<file path="config.mk">
export PLATFORM = sky130hd
export DESIGN_NAME = snake_collision_detector
export DESIGN_NICKNAME = d
export VERILOG_FILES = /design/src/rtl/snake_pkg.sv /design/src/rtl/snake_next_pos.sv /design/src/rtl/snake_collision_detector.sv
export SDC_FILE = /design/constraint.sdc
export NUM_CORES = 1
export LEC_CHECK = 0
export BUFFER_PORTS_ARGS = -buffer_cell sky130_fd_sc_hd__buf_4
export CORE_MARGIN = 2
export CORE_UTILIZATION = 45
export CTS_CLUSTER_SIZE = 25
export DETAILED_ROUTE_END_ITERATION = 8
export PLACE_DENSITY_LB_ADDON = 0.3
export SLEW_MARGIN = 0
export SYNTH_ARGS = -nofsm -noshare
export SYNTH_HDL_FRONTEND = slang
export SYNTH_HIERARCHICAL = 1
export SYNTH_SLANG_ARGS = --single-unit
</file>
<file path="constraint.sdc">
create_clock -name clk -period 8.7 [get_ports clk]
set_input_delay 0.87 -clock clk [delete_from_list [all_inputs] [get_ports clk]]
set_output_delay 0.87 -clock clk [all_outputs]
set_load 0.03 [all_outputs]
</file>
<file path="src/rtl/snake_pkg.sv">
// ============================================================================
// snake_pkg: shared types, grid constants and direction helper. Rev 1.0
// ============================================================================
`default_nettype none

package snake_pkg;

  localparam int GRID_W  = 16;
  localparam int GRID_H  = 12;
  localparam int X_W     = 4;
  localparam int Y_W     = 4;
  localparam int LEN_W   = 8;
  localparam int MAX_LEN = 140;

  typedef enum logic [1:0] {
    UP    = 2'd0,
    RIGHT = 2'd1,
    DOWN  = 2'd2,
    LEFT  = 2'd3
  } dir_t;

  typedef enum logic [2:0] {
    IDLE   = 3'd0,
    CALC   = 3'd1,
    SCAN   = 3'd2,
    WAIT   = 3'd3,
    REPORT = 3'd4
  } state_t;

  // The encoding places each direction two steps from its opposite.
  function automatic dir_t opposite(input dir_t d);
    return dir_t'(d ^ 2'b10);
  endfunction

endpackage

`default_nettype wire

</file>
<file path="src/rtl/snake_next_pos.sv">
// ============================================================================
// snake_next_pos: combinational next head cell and wall detection. Rev 1.0
// ============================================================================
`default_nettype none

module snake_next_pos #(
  parameter int GRID_W = 16,
  parameter int GRID_H = 12,
  parameter int X_W    = 4,
  parameter int Y_W    = 4
) (
  input  logic [X_W-1:0]  i_head_x,
  input  logic [Y_W-1:0]  i_head_y,
  input  snake_pkg::dir_t i_dir,
  output logic [X_W-1:0]  o_next_x,
  output logic [Y_W-1:0]  o_next_y,
  output logic            o_wall
);

  import snake_pkg::*;

  always_comb begin
    o_next_x = i_head_x;
    o_next_y = i_head_y;
    o_wall   = 1'b0;
    case (i_dir)
      UP: begin
        o_wall   = (i_head_y == '0);
        o_next_y = i_head_y - Y_W'(1);
      end
      RIGHT: begin
        o_wall   = (i_head_x == X_W'(GRID_W - 1));
        o_next_x = i_head_x + X_W'(1);
      end
      DOWN: begin
        o_wall   = (i_head_y == Y_W'(GRID_H - 1));
        o_next_y = i_head_y + Y_W'(1);
      end
      LEFT: begin
        o_wall   = (i_head_x == '0);
        o_next_x = i_head_x - X_W'(1);
      end
      default: begin
        o_wall = 1'b0;
      end
    endcase
  end

endmodule

`default_nettype wire

</file>
<file path="src/rtl/snake_collision_detector.sv">
// ============================================================================
// snake_collision_detector: per-tick wall/apple/body check with serial body
// scan; emits one goodColl/badColl outcome per accepted tick. Rev 1.0
// ============================================================================
`default_nettype none

module snake_collision_detector #(
  parameter int GRID_W  = snake_pkg::GRID_W,
  parameter int GRID_H  = snake_pkg::GRID_H,
  parameter int X_W     = snake_pkg::X_W,
  parameter int Y_W     = snake_pkg::Y_W,
  parameter int LEN_W   = snake_pkg::LEN_W,
  parameter int MAX_LEN = snake_pkg::MAX_LEN
) (
  input  logic             clk,
  input  logic             nRst,
  input  logic             tick,
  input  logic [1:0]       dir,
  input  logic [X_W-1:0]   head_x,
  input  logic [Y_W-1:0]   head_y,
  input  logic [X_W-1:0]   apple_x,
  input  logic [Y_W-1:0]   apple_y,
  input  logic [LEN_W-1:0] length,
  output logic [LEN_W-1:0] body_addr,
  input  logic [X_W-1:0]   body_x,
  input  logic [Y_W-1:0]   body_y,
  output logic [X_W-1:0]   next_x,
  output logic [Y_W-1:0]   next_y,
  output logic             busy,
  output logic             done,
  output logic             goodColl,
  output logic             badColl,
  output logic             overrun
);

  import snake_pkg::*;

  state_t            r_state;
  state_t            w_state_nxt;
  dir_t              r_last_dir;
  dir_t              w_dir_req;
  dir_t              w_dir_eff;
  logic [X_W-1:0]    r_next_x;
  logic [Y_W-1:0]    r_next_y;
  logic [X_W-1:0]    w_next_x;
  logic [Y_W-1:0]    w_next_y;
  logic              w_wall;
  logic              w_ate;
  logic              r_wall;
  logic              r_ate;
  logic              r_hit;
  logic              r_cmp_valid;
  logic              r_overrun;
  logic [LEN_W-1:0]  r_addr;
  logic [LEN_W-1:0]  r_scan_n;
  logic [LEN_W-1:0]  w_len_clamp;
  logic [LEN_W-1:0]  w_scan_n;
  logic              w_last_addr;
  logic              w_match;

  assign w_dir_req = dir_t'(dir);
  assign w_dir_eff = (w_dir_req == opposite(r_last_dir)) ? r_last_dir : w_dir_req;

  snake_next_pos #(
    .GRID_W (GRID_W),
    .GRID_H (GRID_H),
    .X_W    (X_W),
    .Y_W    (Y_W)
  ) u_next_pos (
    .i_head_x (head_x),
    .i_head_y (head_y),
    .i_dir    (w_dir_eff),
    .o_next_x (w_next_x),
    .o_next_y (w_next_y),
    .o_wall   (w_wall)
  );

  // A wall hit masks the apple; the tail only vacates when nothing is eaten.
  assign w_ate       = ~w_wall & (w_next_x == apple_x) & (w_next_y == apple_y);
  assign w_len_clamp = (length > LEN_W'(MAX_LEN)) ? LEN_W'(MAX_LEN) : length;
  assign w_scan_n    = (w_len_clamp == '0) ? '0 :
                       (w_ate ? w_len_clamp : w_len_clamp - LEN_W'(1));

  assign w_last_addr = (r_addr == r_scan_n - LEN_W'(1));
  assign w_match     = (body_x == r_next_x) && (body_y == r_next_y);

  always_ff @(posedge clk or negedge nRst) begin
    if (!nRst) begin
      r_state <= IDLE;
    end else begin
      r_state <= w_state_nxt;
    end
  end

  always_comb begin
    w_state_nxt = r_state;
    busy        = 1'b0;
    done        = 1'b0;
    goodColl    = 1'b0;
    badColl     = 1'b0;
    case (r_state)
      IDLE: begin
        if (tick) w_state_nxt = CALC;
      end
      CALC: begin
        busy        = 1'b1;
        w_state_nxt = (w_wall || (w_scan_n == '0)) ? REPORT : SCAN;
      end
      SCAN: begin
        busy = 1'b1;
        if (w_last_addr) w_state_nxt = WAIT;
      end
      WAIT: begin
        busy        = 1'b1;
        w_state_nxt = REPORT;
      end
      REPORT: begin
        busy        = 1'b1;
        done        = 1'b1;
        badColl     = r_wall | r_hit;
        goodColl    = r_ate & ~(r_wall | r_hit);
        w_state_nxt = IDLE;
      end
      default: begin
        w_state_nxt = IDLE;
      end
    endcase
  end

  // Segment data lags its address by one cycle, so compares trail SCAN by one.
  always_ff @(posedge clk or negedge nRst) begin
    if (!nRst) begin
      r_last_dir  <= RIGHT;
      r_next_x    <= '0;
      r_next_y    <= '0;
      r_wall      <= 1'b0;
      r_ate       <= 1'b0;
      r_hit       <= 1'b0;
      r_cmp_valid <= 1'b0;
      r_overrun   <= 1'b0;
      r_addr      <= '0;
      r_scan_n    <= '0;
    end else begin
      r_cmp_valid <= (r_state == SCAN);
      if (tick && (r_state != IDLE)) r_overrun <= 1'b1;
      case (r_state)
        CALC: begin
          r_last_dir <= w_dir_eff;
          r_next_x   <= w_next_x;
          r_next_y   <= w_next_y;
          r_wall     <= w_wall;
          r_ate      <= w_ate;
          r_hit      <= 1'b0;
          r_scan_n   <= w_scan_n;
          if (!w_wall && (w_scan_n != '0)) r_addr <= '0;
        end
        SCAN: begin
          if (!w_last_addr) r_addr <= r_addr + LEN_W'(1);
        end
        default: begin
        end
      endcase
      if (r_cmp_valid && w_match) r_hit <= 1'b1;
    end
  end

  assign body_addr = r_addr;
  assign next_x    = r_next_x;
  assign next_y    = r_next_y;
  assign overrun   = r_overrun;

endmodule

`default_nettype wire

</file>
Word level (Yosys, flattened, before mapping). Cells that the tools add are included.

Register bits after elaboration: 34. Input bits: 37.

Add/subtract/negate cells: 7. Magnitude comparators: 1. Equality and inequality tests: 19. Multiplexer cells: 20. Bitwise operators: 7. Reduce and logical (&&, ||, !) cells: 19.

Operators with widths (count): 2-to-1 mux 8 bit (5); equality test 4 bit (4); zero test 8 bit (2); case mux 4 bit (2 select lines) (2); case mux 8 bit (2 select lines) (1); subtractor 8 x 1 -> 8 bit (second input constant) (2); case mux 3 bit (4 select lines) (1); 2-to-1 mux 3 bit (3); adder 4 x 1 -> 4 bit (second input constant) (2); adder 8 x 1 -> 8 bit (second input constant) (1); equality test 4 bit (second input constant) (2); equality test 8 bit (1); > comparator 8 bit (second input constant) (1); zero test 4 bit (2); != test 2 bit (second input constant) (4); nonzero test 8 bit (1); subtractor 4 x 1 -> 4 bit (second input constant) (2); equality test 3 x 2 -> 1 bit (second input constant) (2); 2-to-1 mux 1 bit (6); equality test 2 bit (second input constant) (2); logical AND 1 bit (4); case mux 1 bit (4 select lines) (1); nonzero test 2 bit (2); OR reduction 4 bit (1); 15 further kinds (19).

Longest topological paths before layout.
Depth after elaboration: 14. Gate-level depth with buffers: 17.

Modules after synthesis. The synthesis kept the hierarchy.

By module, submodules not included: snake_collision_detector (times used 1, cells an instance 261, area an instance 2230.9 sq um, seq. area each 852.1 sq um); snake_next_pos (times used 1, cells an instance 45, area an instance 360.3 sq um, seq. area each 0.0 sq um).

Worst setup path after synthesis. Ideal clock, no wire load.

Kind: input -> register. From: input port dir[0]. To: register r_addr[2], in the netlist body_addr[2]. Data arrival time: 4.219 ns. Slack: 4.333 ns. Cell stages on the path: 16. Path through: xor2_1 -> mux2_2 -> buf_4 -> nand2b_1 -> ha_1 -> or4_4 -> o211ai_2 -> o211ai_2 -> xor2_1 -> nor3_1 -> nand3_1 -> buf_6 -> a311oi_2 -> a41oi_1 -> a311oi_4 -> o221ai_1.

Elaborated cells between the ends (all ways): 21. Classes of those cells: 7 x eq/ne; 6 x mux; 3 x bitwise; 5 x reduce/logical.

RTL lines: start, declared (RTL line snake_collision_detector.sv:18) `input logic [1:0] dir,`; equality test 2 bit (*) (RTL line snake_collision_detector.sv:62) `assign w_dir_eff = (w_dir_req == opposite(r_last_dir)) ? r_last_dir : w_dir_req;`; 2-to-1 mux 2 bit (*) (RTL line snake_collision_detector.sv:62); via w_dir_eff[1] (RTL line snake_collision_detector.sv:42) `dir_t w_dir_eff;`; equality test 2 bit / zero test 2 bit (equally long branches) (RTL line snake_next_pos.sv:26) `case (i_dir)`; case mux 4 bit (2 select lines) (*) (RTL line snake_next_pos.sv:26); via w_next_y[3] (RTL line snake_collision_detector.sv:46) `logic [Y_W-1:0] w_next_y;`; equality test 4 bit (*) (RTL line snake_collision_detector.sv:79) `assign w_ate = ~w_wall & (w_next_x == apple_x) & (w_next_y == apple_y);`; AND 1 bit (*) (RTL line snake_collision_detector.sv:79); 2-to-1 mux 8 bit (*) (RTL line snake_collision_detector.sv:82) `(w_ate ? w_len_clamp : w_len_clamp - LEN_W'(1));`; 2-to-1 mux 8 bit (*) (RTL line snake_collision_detector.sv:81) `assign w_scan_n = (w_len_clamp == '0) ? '0 :`; nonzero test 8 bit (*) (RTL line snake_collision_detector.sv:155) `if (!w_wall && (w_scan_n != '0)) r_addr <= '0;`; logical AND 1 bit (*) (RTL line snake_collision_detector.sv:155); != test 2 bit (no line) (*); AND reduction 3 bit (no line) (*); end signal, assigned (RTL line snake_collision_detector.sv:158) `if (!w_last_addr) r_addr <= r_addr + LEN_W'(1);`; end, declared (RTL line snake_collision_detector.sv:54) `logic [LEN_W-1:0] r_addr;`.

Mark *: on every way through the listed nets, which the timed path passes. The rest lies on a longest branch. A chain may end at the register's enable or synchronous reset.

Final worst setup path. Ends and elaborated chain as after synthesis.

==> impl_metrics.ini <==
[sta]
relSlewSlack = 0.573
rsz0062_at_grt = false
skew_ns = 0.00750
setup_viol = 0
finalSetupTns_ns = 0
fin_hold_ws_ns = 0.475
post-route-period-util = 0.570
tightest_slew_ns = 0.641
drv_slew = 0
timing.final.hold_violations = 0
fmax_mhz = 202
period_needed_ns = 4.95

[grt]
use_met1 = 0.254
grt_use_met3 = 0.0170
grt_pass1_wl_um = 9560
grt_max_degree = 35
grt-ovfl-total = 0
antenna_found_initial = 0
track_usage = 0.187
top_usage_layer = met2
use_met2 = 0.307
grt_pass1_vias = 2122

[synth]
synth-edff-count = 0
ys_seq_area_frac = 0.329
synthArstFlopShare = 1.00
syn-num-nets = 351
avgSynthCellArea_um2 = 8.47
ys_types = 60
synth_seq_cells = 34
syn-cell-area_mm2 = 0.00259
synth-warning-count = 6
synth_flop_cell = dfrtp_1
syn-instance-count = 306

[worst_setup_path]
path_buf_inv = 1
endpoint = body_addr[2]
cp.arrival_ns = 5.09
reg2reg_depth = 14
rrSetupSlack_ns = 4.01
start_kind = input port
rr_startpoint = r_last_dir[0]
critPathSlowestCell = a311oi_4
cp_top_family = simple AND/OR/NAND/NOR gates
r2r_end = body_addr[2]
cp.required_ns = 8.84
cp_slowest_stage_delay_ns = 0.51
crit_cells = 15
cp_cell_sequence = buf_4 -> xor2_1 -> mux2_2 -> nand2b_1 -> ha_1 -> or4_4 -> o211ai_2 -> o211ai_2 -> xor2_1 -> nor3_1 -> nand3_1 -> and3_2 -> o32a_1 -> a311oi_4 -> o221ai_1
crit_type = in2reg
startpoint = dir[0]
worst_setup_path_end_kind = flop
critPathMaxFanout = 19

[flow_run]
drv_cap = 0

[cts]
cts_resized = 0
cts.htree.levels = 2
clk_latency_ns = 0.29
clk_pin_slew_worst_paths_ns = 0.07
cts.sinks = 34
cts-hold-fix-buffers = 0
cts_tree = built
numCtsBuffers = 5
clock_path_buffers = 2
cts_setup_buffers = 0
ctsRootBufferMaster = clkbuf_8

[detailed_routing]
first_iter_violations = 110
drc_errors = 0
vias = 2296
wire_per_inst_um = 13.1
dr.pass1.iters = 4
viasPerCell = 5.33
routed_wl_um = 5660
ant_nets = 0

[power_and_ir_drop]
vdd_drop_max_mv = 0.156
p_per_area_mw_per_mm2 = 310
leakage_uw = 0.00144

[floorplanning]
die_w_um = 79.9
rows = 27
core_mm2 = 0.00554
start_util = 0.468
die_height_um = 79.9
dieArea_mm2 = 0.00638
ios = 58

[placed_design]
post_dp_cell_area_mm2 = 0.00305
gp_congestion = 0.875
dp_hpwl_um = 4350
io_buffers = 57

[final_layout]
final_area_mm2 = 0.00316
nNetsFinal = 403
fillers = 526
antennaDiodeCount = 0
area_delta_synth_final_pct = 22.0
drive_gt1_frac = 0.237

[hold_path]
hold_class = reg2reg

[outcome]
status = finished, final reports clean
worst reg2reg max path, cell delays in order, from the launching register on:
cell and delay, ns:
dfstp_2 0.55, xor2_1 0.16, mux2_2 0.45, nand2b_1 0.23, ha_1 0.33, or4_4 0.50
o211ai_2 0.09, o211ai_2 0.13, xor2_1 0.16, nor3_1 0.18, nand3_1 0.37, and3_2 0.36
o32a_1 0.35, a311oi_4 0.51, o221ai_1 0.18
routing by layer:
layer	vias to the layer above	wire length (um)
met4	0	97
met3	8	184
met1	1069	2720
met5	-	0
li1	1174	-
met2	45	2660
kinds of logic (layout without fill, tap and decap cells):
| family | after synthesis | after routing | share of synthesized area |
|---|---|---|---|
| DFF | 34 | 34 | 0.329 |
| adders and majority gates | 8 | 8 | 0.0415 |
| and+or+nand+nor | 142 | 142 | 0.270 |
| muxes | 8 | 8 | 0.0333 |
| buffers and inverters | 22 | 75 | 0.0406 |
| AOI/OAI and AO/OA | 56 | 56 | 0.164 |
| xor gates and xnor gates | 36 | 36 | 0.122 |
layout by cell type (no fill, tap or decap), types with 2 or more instances in the layout:
cell / netlist / layout
o21ai_1: 4 / 4
or3_1: 6 / 6
a31oi_1: 2 / 2
o21ai_0: 14 / 14
inv_1: 9 / 9
nor4_1: 3 / 3
nand2_1: 70 / 70
nand3_1: 7 / 7
mux2i_1: 3 / 3
o221ai_1: 3 / 3
nand2b_1: 7 / 7
xor2_1: 17 / 17
dfrtp_1: 33 / 33
buf_4: 1 / 58
nor3_1: 7 / 7
nand4_1: 2 / 2
nor3b_1: 3 / 3
nor2b_1: 5 / 5
a21oi_1: 10 / 10
xnor2_1: 19 / 19
o211ai_2: 2 / 2
and3_1: 2 / 2
nand4b_1: 3 / 3
nand3b_1: 2 / 2
clkbuf_8: 0 / 6
nor2_1: 14 / 14
or3b_2: 2 / 2
a21o_1: 4 / 4
mux2_2: 5 / 5
ha_1: 7 / 7
final cells by class:
type | instances | area, um2 | area share
repair buffers | 58 | 435 | 0.138
well taps | 72 | 90.1 | 0.0285
multi-input cells | 250 | 1630 | 0.517
clock buffers | 7 | 86.3 | 0.0273
flip-flops and latches | 34 | 852 | 0.269
inverters | 9 | 33.8 | 0.0107
clock inverters | 1 | 30.0 | 0.00950
sequential cells by signal (all words and copies together) (netlist names):
register,flops
body_addr,8
next_x,4
next_y,4
overrun,1
r_ate,1
r_cmp_valid,1
r_hit,1
r_last_dir,2
r_scan_n,8
r_state,3
r_wall,1
stage by stage:
step,util,total power (uW),std cells,worst slack (ns)
after CTS,0.571,983,431,3.74
after detailed placement,0.550,831,423,3.45
after global routing,0.571,1060,431,3.38
after floorplan,-,682,306,4.33
final,0.571,979,431,3.75
after global placement,0.550,819,423,3.57
worst min path at each step:
| stage | from | end | depth (start not counted) |
|---|---|---|---|
| 2_1_floorplan | r_ate | r_ate | 2 |
| 3_3_place_gp | overrun | overrun | 1 |
| 3_5_place_dp | r_wall | r_wall | 2 |
| 4_1_cts | r_last_dir[0] | r_last_dir[0] | 2 |
| 5_1_grt | r_last_dir[0] | r_last_dir[0] | 2 |
| 6_report | r_last_dir[0] | r_last_dir[0] | 2 |
Yosys cell counts (2+ instances only):
library cell,count,area share
nand2_1,70,0.10
dfrtp_1,33,0.32
xnor2_1,19,0.064
xor2_1,17,0.057
nor2_1,14,0.020
o21ai_0,14,0.027
a21oi_1,10,0.019
inv_1,9,0.013
clkbuf_1,7,0.010
ha_1,7,0.034
nand2b_1,7,0.017
nand3_1,7,0.014
nor3_1,7,0.014
or3_1,6,0.014
mux2_2,5,0.022
nor2b_1,5,0.012
a21o_1,4,0.012
o21ai_1,4,0.0077
buf_2,3,0.0058
mux2i_1,3,0.012
nand4b_1,3,0.010
nor3b_1,3,0.0087
nor4_1,3,0.0072
o221ai_1,3,0.010
a31oi_1,2,0.0048
and3_1,2,0.0048
buf_6,2,0.0087
nand3b_1,2,0.0058
nand4_1,2,0.0048
o211ai_2,2,0.0097
or3b_2,2,0.0068
power breakdown:
| group | total (uW) | internal [uW] | switching (uW) |
|---|---|---|---|
| Combinational | 522 | 221 | 300 |
| Sequential | 306 | 227 | 78.8 |
| Clock | 151 | 93.4 | 58.0 |
| Total | 979 | 542 | 437 |
Power figures use the tool's default switching activity.
